File: config.mk
export PLATFORM = sky130hd
export DESIGN_NAME = filter_zero_pad_flat
export DESIGN_NICKNAME = d
export VERILOG_FILES = /design/src/rtl/filter_zero_pad_if.sv /design/src/rtl/filter_zero_pad.sv /design/src/flat_wrapper.sv
export SDC_FILE = /design/constraint.sdc
export NUM_CORES = 1
export LEC_CHECK = 0
export CORE_MARGIN = 5
export CORE_UTILIZATION = 25
export DETAILED_ROUTE_END_ITERATION = 16
export REMOVE_ABC_BUFFERS = 1
export SLEW_MARGIN = 30
export SYNTH_ARGS = -nofsm -noshare
export SYNTH_HDL_FRONTEND = slang
export SYNTH_SLANG_ARGS = --single-unit
File: constraint.sdc
create_clock -name clk -period 6.15 [get_ports clk]
set_input_delay 1.23 -clock clk [delete_from_list [all_inputs] [get_ports clk]]
set_output_delay 1.23 -clock clk [all_outputs]
set_load 0.01 [all_outputs]
File: src/rtl/filter_zero_pad_if.sv
// filter_zero_pad_if: source pixel handshake in, padded pixel stream out
interface filter_zero_pad_if;
   logic        iValid;
   logic [23:0] iData;
   logic        oReady;
   logic        oValid;
   logic [23:0] oData;
   logic        oFrameDone;
   modport master(output iValid, iData, input oReady, oValid, oData, oFrameDone);
   modport slave(input iValid, iData, output oReady, oValid, oData, oFrameDone);
endinterface

File: src/rtl/filter_zero_pad.sv
// filter_zero_pad: frames a raster RGB888 image with zero pad columns/rows plus flush rows
module filter_zero_pad #(
   parameter int IMG_WIDTH  = 320,
   parameter int IMG_HEIGHT = 240,
   parameter int PAD_COLS   = 1,
   parameter int PAD_ROWS   = 1,
   parameter int FLUSH_ROWS = 1
) (
   input logic              clk,
   input logic              reset,
   filter_zero_pad_if.slave bus
);
   localparam int ROW_LEN    = IMG_WIDTH + 2 * PAD_COLS;
   localparam int TOTAL_ROWS = IMG_HEIGHT + 2 * PAD_ROWS + FLUSH_ROWS;
   typedef enum logic [1:0] {IDLE, PAD, BODY} state_t;
   state_t      state;
   logic [12:0] row, col, nrow, ncol;
   logic        last, fire, row_end;
   function automatic logic is_body(input logic [12:0] r, input logic [12:0] c);
      return r >= 13'(PAD_ROWS) && r < 13'(PAD_ROWS + IMG_HEIGHT) &&
             c >= 13'(PAD_COLS) && c < 13'(PAD_COLS + IMG_WIDTH);
   endfunction
   assign bus.oReady = state == BODY;
   always_comb begin
      row_end = col == 13'(ROW_LEN - 1);
      last    = row_end && row == 13'(TOTAL_ROWS - 1);
      ncol    = row_end ? 13'd0 : col + 13'd1;
      nrow    = row_end ? row + 13'd1 : row;
      fire    = state == PAD || (state == BODY && bus.iValid);
   end
   // A stalled BODY cycle emits nothing and leaves the position untouched
   always_ff @(posedge clk) begin
      if (reset) begin
         state          <= IDLE;
         row            <= '0;
         col            <= '0;
         bus.oValid     <= 1'b0;
         bus.oData      <= '0;
         bus.oFrameDone <= 1'b0;
      end else begin
         bus.oValid     <= fire;
         bus.oFrameDone <= fire && last;
         if (fire) bus.oData <= state == BODY ? bus.iData : '0;
         if (state == IDLE) begin
            if (bus.iValid) state <= is_body(row, col) ? BODY : PAD;
         end else if (fire) begin
            row   <= last ? '0 : nrow;
            col   <= last ? '0 : ncol;
            state <= last ? IDLE : is_body(nrow, ncol) ? BODY : PAD;
         end
      end
   end
endmodule

File: src/flat_wrapper.sv
// flat-port wrapper written by rule: the top's interface ports become plain ports
module filter_zero_pad_flat 
#(
   parameter int IMG_WIDTH  = 320,
   parameter int IMG_HEIGHT = 240,
   parameter int PAD_COLS   = 1,
   parameter int PAD_ROWS   = 1,
   parameter int FLUSH_ROWS = 1
)
  (clk, reset, bus_iValid, bus_iData, bus_oReady, bus_oValid, bus_oData, bus_oFrameDone);
  filter_zero_pad_if bus_i ();
  input logic clk;
  input logic reset;
  input wire logic [$bits(bus_i.iValid)-1:0] bus_iValid;
  input wire logic [$bits(bus_i.iData)-1:0] bus_iData;
  output wire logic [$bits(bus_i.oReady)-1:0] bus_oReady;
  output wire logic [$bits(bus_i.oValid)-1:0] bus_oValid;
  output wire logic [$bits(bus_i.oData)-1:0] bus_oData;
  output wire logic [$bits(bus_i.oFrameDone)-1:0] bus_oFrameDone;
  assign bus_i.iValid = bus_iValid;
  assign bus_i.iData = bus_iData;
  assign bus_oReady = bus_i.oReady;
  assign bus_oValid = bus_i.oValid;
  assign bus_oData = bus_i.oData;
  assign bus_oFrameDone = bus_i.oFrameDone;
  filter_zero_pad #(.IMG_WIDTH(IMG_WIDTH), .IMG_HEIGHT(IMG_HEIGHT), .PAD_COLS(PAD_COLS), .PAD_ROWS(PAD_ROWS), .FLUSH_ROWS(FLUSH_ROWS)) u_core (.clk(clk), .reset(reset), .bus(bus_i));
endmodule
==> results of run 1 <==
==> cells in the mapped netlist (2+ instances only) <==
cell type | instances | area (µm²)
or2_2 | 3 | 18.8
clkbuf_1 | 25 | 93.8
nand3_1 | 11 | 55.1
or3_1 | 8 | 50.1
buf_6 | 3 | 33.8
buf_1 | 2 | 7.51
a21boi_0 | 2 | 15.0
xnor2_1 | 14 | 123
nand3b_1 | 5 | 37.5
o21ai_0 | 12 | 60.1
or4_1 | 4 | 30.0
and4_1 | 8 | 70.1
buf_2 | 3 | 15.0
nor4_4 | 2 | 42.5
inv_1 | 9 | 33.8
xor2_1 | 2 | 17.5
nor4_1 | 4 | 25.0
o21ai_1 | 6 | 30.0
and2_1 | 7 | 43.8
nor2_1 | 51 | 191
dfxtp_1 | 54 | 1080
or4_4 | 2 | 22.5
a211o_1 | 2 | 17.5
nand4_1 | 13 | 81.3
and3_1 | 5 | 31.3
a21oi_1 | 28 | 140
nor3_1 | 11 | 55.1
o211ai_1 | 2 | 15.0
o22ai_1 | 2 | 12.5
a22oi_1 | 25 | 188
nand2_1 | 14 | 52.6
nor2b_1 | 2 | 12.5
a31oi_1 | 7 | 43.8
nor3b_1 | 2 | 15.0
ha_1 | 5 | 62.6
a311oi_1 | 2 | 17.5
==> report_power, final <==
| part | total, mW | internal (mW) | switching, mW |
|---|---|---|---|
| combinational | 0.220 | 0.0878 | 0.132 |
| clock | 0.285 | 0.154 | 0.131 |
| sequential | 0.390 | 0.369 | 0.0211 |
==> logic make-up after synthesis <==
kind of cell             count (synthesis)  share of synthesized area, %
AND/OR/NAND/NOR                        156                          29.5
XOR/XNOR                                16                          4.71
flip-flops                              54                          36.3
multiplexers                             2                         0.714
AO/OA/AOI/OAI                           95                          20.0
adder cells (fa/ha/maj)                  5                          2.10
buffers and inverters                   44                          6.68
==> cells in the final DEF (no fill, tap or decap), types with 3 or more instances in the layout <==
master            n
o21ai_1           6
and3_1            5
nand3b_1          5
nor4_1            4
clkbuf_16         5
and4_1            8
a21oi_1          27
or4_1             4
inv_1             9
or3_1             8
or2_2             3
and2_1            6
clkdlybuf4s50_1  52
nand2_1          14
o21ai_0          12
nand4_1          13
nand3_1          11
nor2_1           51
ha_1              5
xnor2_1          14
dfxtp_1          54
a22oi_1          25
a31oi_1           7
nor3_1           11
buf_4             3
==> layout make-up <==
cell class	instances	share of cell area, %
multi-input combinational	274	46.2
inverter	9	0.913
clock buffer	6	3.48
sequential	54	29.2
clock inverter	2	0.474
timing repair buffer	56	14.8
tap	143	4.84
==> state kept, by name, indices dropped and copies added (netlist names) <==
| register | cells |
|---|---|
| u_core.state | 2 |
| u_core.row | 13 |
| u_core.bus.oValid | 1 |
| u_core.bus.oFrameDone | 1 |
| u_core.bus.oData | 24 |
| u_core.col | 13 |
==> worst min path at each step <==
stage / start / endpoint / slack, ps / depth (start not counted)
2_1_floorplan: u_core.col[10] / u_core.col[10] / 490 / 2
3_3_place_gp: u_core.bus.oData[19] / u_core.bus.oData[19] / 480 / 2
3_5_place_dp: u_core.bus.oData[3] / u_core.bus.oData[3] / 490 / 2
4_1_cts: u_core.bus.oData[17] / u_core.bus.oData[17] / 510 / 2
5_1_grt: u_core.bus.oData[10] / u_core.bus.oData[10] / 540 / 2
6_report: u_core.bus.oData[23] / u_core.bus.oData[23] / 500 / 2
==> stage by stage <==
| step | cells | cell area (µm²) | hold slack, ps | total power [mW] | utilization (%) |
|---|---|---|---|---|---|
| floorplan | 337 | 2810 | 487 | 0.517 | - |
| detailed placement | 536 | 3550 | 486 | 0.617 | 30.7 |
| CTS | 544 | 3700 | 514 | 0.904 | 32.0 |
| global route | 544 | 3700 | 541 | 0.947 | 32.0 |
| global placement | 536 | 3550 | 477 | 0.615 | 30.7 |
| finish | 544 | 3700 | 503 | 0.895 | 32.0 |
==> critical path, stage by stage <==
cell and delay (ps):
clkdlybuf4s50_1 510, and2_2 500, a21o_1 360, nand4_1 190, or3_1 370, a21oi_1 140
==> metal layers <==
metal	up-vias	GRT usage, %	share of wire (%)
li1	1410	-	-
met1	1315	14.4	48
met2	87	17.0	44
met3	6	3.60	7.2
met4	0	3.26	0.84
met5	-	0	0
==> flow_summary.json, run 1 <==
{
  "status": "completed",
  "syn_to_final_growth_pct": 24.2,
  "ant_nets": 0,
  "power_leakage_nw": 1.22,
  "timing.rr.start": "u_core.col[4]",
  "dieArea_um2": 14200,
  "cts_made_buffers": 5,
  "r2r_cells": 7,
  "min_period_ps": 3100,
  "io_buffers": 53,
  "drt-initial-drc-count": 235,
  "clock-sinks": 54,
  "hpwl_mm": 5.20,
  "antenna_found_initial": 0,
  "ys.flop_type": "dfxtp_1",
  "worstPathMaxFanout": 26,
  "cts_resized": 0,
  "multi_input_area_um2": 1710,
  "cp-end-kind": "flop",
  "root_buffer": "clkbuf_16",
  "place_congestion": 0.842,
  "die_h_um": 119,
  "synthCells": 372,
  "grt_remaining_overflow": 0,
  "ys_types": 51,
  "crit_path_start": "bus_iValid",
  "synth_edf_count": 0,
  "r2r_end": "u_core.row[5]",
  "async_flop_share_pct": 0,
  "die_x_um": 119,
  "dr.pass1.iters": 4,
  "grt_pass1_wl_mm": 13.3,
  "cts_tree": "yes",
  "ys_seq_area_share_pct": 36.3,
  "core_um2": 11600,
  "synth_seq_cells": 54,
  "max_cap_viol_count": 0,
  "h-tree-depth": 2,
  "clock_skew_ps": 6.99,
  "totalWireLength_mm": 7.54,
  "vias": 2818,
  "holdBufCountCts": 0,
  "path_class": "in -> reg",
  "drc": 0,
  "hold_path_class": "reg -> reg",
  "p_per_area_nw_per_um2": 242,
  "place_ws_ps": 2360,
  "synth_area_um2": 2980,
  "worst_slack_ps": 3050,
  "fill_cells": 1174,
  "cp_data_arrival_time_ps": 3320,
  "grt_pass1_vias": 2832,
  "worst_ep_required_time_ps": 6370,
  "start_util_pct": 25.7,
  "grt_setup_unrepaired": "no",
  "seqCellArea_um2": 1080,
  "ir_drop_v": 0.000125,
  "grt_util_all_layers_pct": 10.9,
  "avgViaCountPerCell": 5.18,
  "hold_viol_final": 0,
  "tightest_slew_ps": 584,
  "row_count": 39,
  "setup-violations-final": 0,
  "ys_warn_count": 0,
  "crit_end": "u_core.row[11]",
  "fin_crit_sh_pct": 50.4,
  "clock_path_buffers": 2,
  "clk_latency_ps": 290,
  "rrSetupSlack_ps": 3280,
  "drive_gt1_share_pct": 5.74,
  "finalMaxSlewViolations": 0,
  "antennaDiodeCount": 0,
  "max-slew-margin-rel_pct": 60.8,
  "cts.clk_slew.worst_paths_ps": 70,
  "fmax_mhz": 322,
  "cts_setup_buffers": 0,
  "final.setup.tns_ps": 0,
  "avgRoutedWirePerCell_um": 13.9,
  "final_nets": 432,
  "grt_max_degree": 55,
  "start_kind": "input pin",
  "syn_avg_cell_area_um2": 8.00,
  "io_pins": 54
}
Power figures use the tool's default switching activity.
==> inputs of run 2 (changes only) <==
clock period = 3.25 ns   (was 6.15 ns; I/O delays follow)
==> flow_summary.json, run 2 (synthesis results as in run 1) <==
{
  "status": "completed",
  "crit_buf_inv": 1,
  "setup-violations-final": 0,
  "cts_resized": 0,
  "root_buffer": "clkbuf_16",
  "drive_gt1_share_pct": 6.67,
  "clock_path_buffers": 2,
  "place_congestion": 0.847,
  "fin_total_pwr_mw": 1.71,
  "avgRoutedWirePerCell_um": 14.2,
  "ant_nets": 0,
  "p_sw_uw": 541,
  "core_um2": 11600,
  "fin_cells": 548,
  "power_frac_clock_pct": 30.7,
  "reg_top3": "u_core.bus.oData x24, u_core.col x13, u_core.row x13",
  "critPathTopFamily": "simple AND/OR/NAND/NOR gates",
  "syn_to_final_growth_pct": 25.2,
  "slowest_stage": "or4_4",
  "worst_ep_required_time_ps": 3430,
  "grt_pass1_vias": 2773,
  "cts_tree": "yes",
  "grt_max_degree": 36,
  "antennaDiodeCount": 0,
  "cp-end-kind": "flop",
  "io_pins": 54,
  "holdBufCountCts": 0,
  "power_leakage_nw": 1.25,
  "hold_viol_final": 0,
  "cts_setup_buffers": 0,
  "start_kind": "flop",
  "hpwl_mm": 5.56,
  "dr.pass1.iters": 5,
  "h-tree-depth": 2,
  "clock-sinks": 54,
  "avgViaCountPerCell": 5.12,
  "row_count": 39,
  "regMostFlops": "u_core.bus.oData",
  "r2r_cells": 8,
  "finalMaxSlewViolations": 0,
  "die_x_um": 119,
  "holdPathStages": 2,
  "fmax_mhz": 376,
  "dp.cells": 541,
  "path_cells": "or4_4 > nor4_4 > buf_4 > nand3_1 > xnor2_1 > nor4_1 > nor4_2 > o21a_1",
  "vias": 2808,
  "cp.depth": 8,
  "drt-initial-drc-count": 234,
  "io_buffers": 53,
  "hold_path_class": "reg -> reg",
  "final_common_cell": "dfxtp_1",
  "max_cap_viol_count": 0,
  "cpPeakStageDelay_ps": 600,
  "hold_ws_ps": 508,
  "cp_data_arrival_time_ps": 2840,
  "p_comb_share_pct": 25.9,
  "p_per_area_nw_per_um2": 458,
  "final_nets": 437,
  "largest_reg_flops": 24,
  "path_class": "reg -> reg",
  "grt_remaining_overflow": 0,
  "drc": 0,
  "die_h_um": 119,
  "min_period_ps": 2660,
  "cts_made_buffers": 5,
  "clock_skew_ps": 6.58,
  "clk_latency_ps": 290,
  "start_util_pct": 25.7,
  "grt_setup_unrepaired": "no",
  "worstPathMaxFanout": 10,
  "grt_pass1_wl_mm": 13.5,
  "p_sw_share_pct": 31.7,
  "grt_util_all_layers_pct": 11.0,
  "antenna_found_initial": 0,
  "fin_crit_sh_pct": 81.8,
  "tightest_slew_ps": 678,
  "cts.clk_slew.worst_paths_ps": 70,
  "final.setup.tns_ps": 0,
  "ir_drop_v": 0.000283,
  "dieArea_um2": 14200,
  "totalWireLength_mm": 7.78,
  "mostFrequentLayoutCells": "54 x dfxtp_1, 52 x clkdlybuf4s50_1, 51 x nor2_1",
  "p_int_mw": 1.16,
  "power_frac_seq_pct": 43.4,
  "max-slew-margin-rel_pct": 54.8
}
[run 2: cell count changes in the layout (fill, tap and decap cells not counted), sizes merged]
cell    change
clkbuf      -1
buf         +5
[run 2: final cells by class]
class                      instances  area (µm²)
clock inverter                     2        13.8
fill                            1172        7840
multi-input combinational        274        1710
clock buffer                       5         125
inverter                           9        33.8
tap                              143         179
timing repair buffer              61         586
sequential                        54        1080
[run 2: layer usage]
metal	track usage, %	up-vias	wire (µm)
met3	3.32	12	580
li1	-	1410	-
met1	15.0	1296	3620
met5	0	-	0
met2	17.2	90	3470
met4	2.82	0	110
[run 2: metrics by stage]
stage / util [%] / setup slack, ps / instance area, µm²
after global placement: 31.0 / 687 / 3590
after global routing: 32.2 / 396 / 3730
after CTS: 32.2 / 593 / 3730
after detailed placement: 31.0 / 632 / 3590
after floorplan: - / -122 / 2810
final: 32.2 / 592 / 3730
[run 2: power groups by stage]
| stage | sequential (mW) | clock, mW | combinational, mW |
|---|---|---|---|
| after floorplan | 0.754 | 0 | 0.224 |
| after global placement | 0.752 | 0 | 0.447 |
| after detailed placement | 0.753 | 0 | 0.446 |
| after CTS | 0.739 | 0.541 | 0.447 |
| after global routing | 0.747 | 0.569 | 0.491 |
| final | 0.740 | 0.524 | 0.442 |
[run 2: tightest hold or removal path, cell delays in order, from the launching register on]
cell	delay (ps)
dfxtp_1	340
a22oi_1	70
nor2_1	70
[run 2: path summary, 6_finish.rpt]
check             slack (ps)                  from                   end
hold reg to reg          510  u_core.bus.oData[16]  u_core.bus.oData[16]
setup / recovery         590         u_core.col[2]       u_core.state[1]
hold / removal           510  u_core.bus.oData[16]  u_core.bus.oData[16]
setup reg to reg         590         u_core.col[2]       u_core.state[1]
==> inputs of run 3 (changes only) <==
clock period = 2.6 ns   (was 3.25 ns; I/O delays follow)
==> flow_summary.json, run 3 (synthesis results as in run 1) <==
{
  "status": "completed",
  "grt_remaining_overflow": 0,
  "max_cap_viol_count": 0,
  "antennaDiodeCount": 0,
  "place_congestion": 0.911,
  "clock-sinks": 54,
  "final_common_cell": "dfxtp_1",
  "h-tree-depth": 2,
  "mostFrequentLayoutCells": "53 x dfxtp_1, 52 x clkdlybuf4s50_1, 51 x nor2_1",
  "min_period_ps": 2480,
  "drc": 0,
  "ant_nets": 0,
  "r2r_end": "u_core.state[0]",
  "reg_top3": "u_core.bus.oData x24, u_core.col x13, u_core.row x13",
  "grt_max_degree": 47,
  "antenna_found_initial": 0,
  "rrSetupSlack_ps": 120,
  "cp-end-kind": "flop",
  "path_class": "reg -> reg",
  "fmax_mhz": 404,
  "dieArea_um2": 14200,
  "finalMaxSlewViolations": 0,
  "totalWireLength_mm": 8.53,
  "holdPathStages": 2,
  "fill_cells": 1175,
  "dr.pass1.iters": 4,
  "avgRoutedWirePerCell_um": 15.1,
  "max-slew-margin-rel_pct": 63.4,
  "cts.clk_slew.worst_paths_ps": 70,
  "syn_to_final_growth_pct": 32.3,
  "clock_path_buffers": 2,
  "final_nets": 453,
  "place_ws_ps": 79.7,
  "avgViaCountPerCell": 5.27,
  "worst_slack_ps": 124,
  "r2r_cells": 8,
  "fin_util_pct": 34.1,
  "hpwl_mm": 5.92,
  "start_util_pct": 25.7,
  "holdBufCountCts": 0,
  "hold_start": "u_core.bus.oData[3]",
  "fin_crit_sh_pct": 95.2,
  "die_x_um": 119,
  "multi_input_area_um2": 1740,
  "start_kind": "flop",
  "clock_skew_ps": 6.07,
  "holdPathEnd": "u_core.bus.oData[3]",
  "setup-violations-final": 0,
  "slowest_stage": "or4_4",
  "vias": 2975,
  "path_cells": "or4_4 > nor4_4 > buf_6 > nand4_1 > mux2i_1 > a211o_1 > nor4_4 > o22ai_1",
  "largest_reg_flops": 24,
  "grt_setup_unrepaired": "yes",
  "io_pins": 54,
  "drt-initial-drc-count": 159,
  "hold_path_class": "reg -> reg",
  "die_h_um": 119,
  "drive_gt1_share_pct": 11.6,
  "p_per_area_nw_per_um2": 586,
  "path_common_cell": "nor4_4",
  "io_buffers": 53,
  "regMostFlops": "u_core.bus.oData",
  "tightest_slew_ps": 549,
  "cp_data_arrival_time_ps": 2640,
  "ir_drop_v": 0.000277,
  "hold_ws_ps": 500,
  "root_buffer": "clkbuf_16",
  "timing.rr.start": "u_core.col[3]",
  "worstPathMaxFanout": 5,
  "cts_tree": "yes",
  "grt_pass1_vias": 2989,
  "cts_made_buffers": 5,
  "worst_ep_required_time_ps": 2770,
  "grt_util_all_layers_pct": 11.8,
  "grt_pass1_wl_mm": 14.2,
  "cpPeakStageDelay_ps": 560,
  "row_count": 39,
  "power_leakage_nw": 1.36,
  "seqCellArea_um2": 1080,
  "core_um2": 11600,
  "clk_latency_ps": 290,
  "hold_viol_final": 0
}
run 3: metal layers:
metal	wire [µm]	share of wire (%)	track usage, %
met1	3970	46	14.8
met2	3940	46	19.6
met3	539	6.3	3.41
met4	83	0.97	3.84
met5	0	0	0
run 3: critical path: cells and delay by family (launching register included):
| kind | cells | cell delay, ps |
|---|---|---|
| AOI/OAI and AO/OA | 2 | 410 |
| buffers and inverters | 1 | 170 |
| DFF | 1 | 320 |
| muxes | 1 | 160 |
| and+or+nand+nor | 4 | 1300 |
run 3: worst max path at each step:
stage	from	end	slack, ps	cells past startpoint
after floorplan	u_core.state[1]	u_core.row[5]	-640	7
after global placement	u_core.col[10]	u_core.state[0]	150	8
after detailed placement	u_core.col[10]	u_core.state[1]	80	9
after CTS	u_core.col[10]	u_core.state[1]	50	9
after global routing	u_core.col[3]	u_core.state[0]	-40	8
final	u_core.col[3]	u_core.state[0]	120	8
run 3: where the power goes:
| group | internal [mW] | switching (mW) | total [mW] |
|---|---|---|---|
| sequential | 0.873 | 0.0477 | 0.921 |
| combinational | 0.259 | 0.353 | 0.612 |
| clock | 0.452 | 0.323 | 0.775 |
run 3: final cells by class:
type                       instances  area share, %
tap                              143           4.54
timing repair buffer              77           18.7
multi-input combinational        274           44.3
clock inverter                     3           1.02
clock buffer                       5           3.18
inverter                           9          0.858
sequential                        54           27.5
run 3: repair_timing:
action / CTS / global route
resized for setup: 0 / 9
endpoints found under the setup margin: 0 / 5
setup buffers: 0 / 3
run 3: through the flow:
step	cells	setup TNS, ps	instance area, µm²	power [mW]
CTS	561	0	3870	2.32
global route	565	-46.7	3940	2.42
floorplan	337	-19530	2810	1.22
finish	565	0	3940	2.31
detailed placement	553	0	3700	1.54
global placement	553	0	3700	1.53
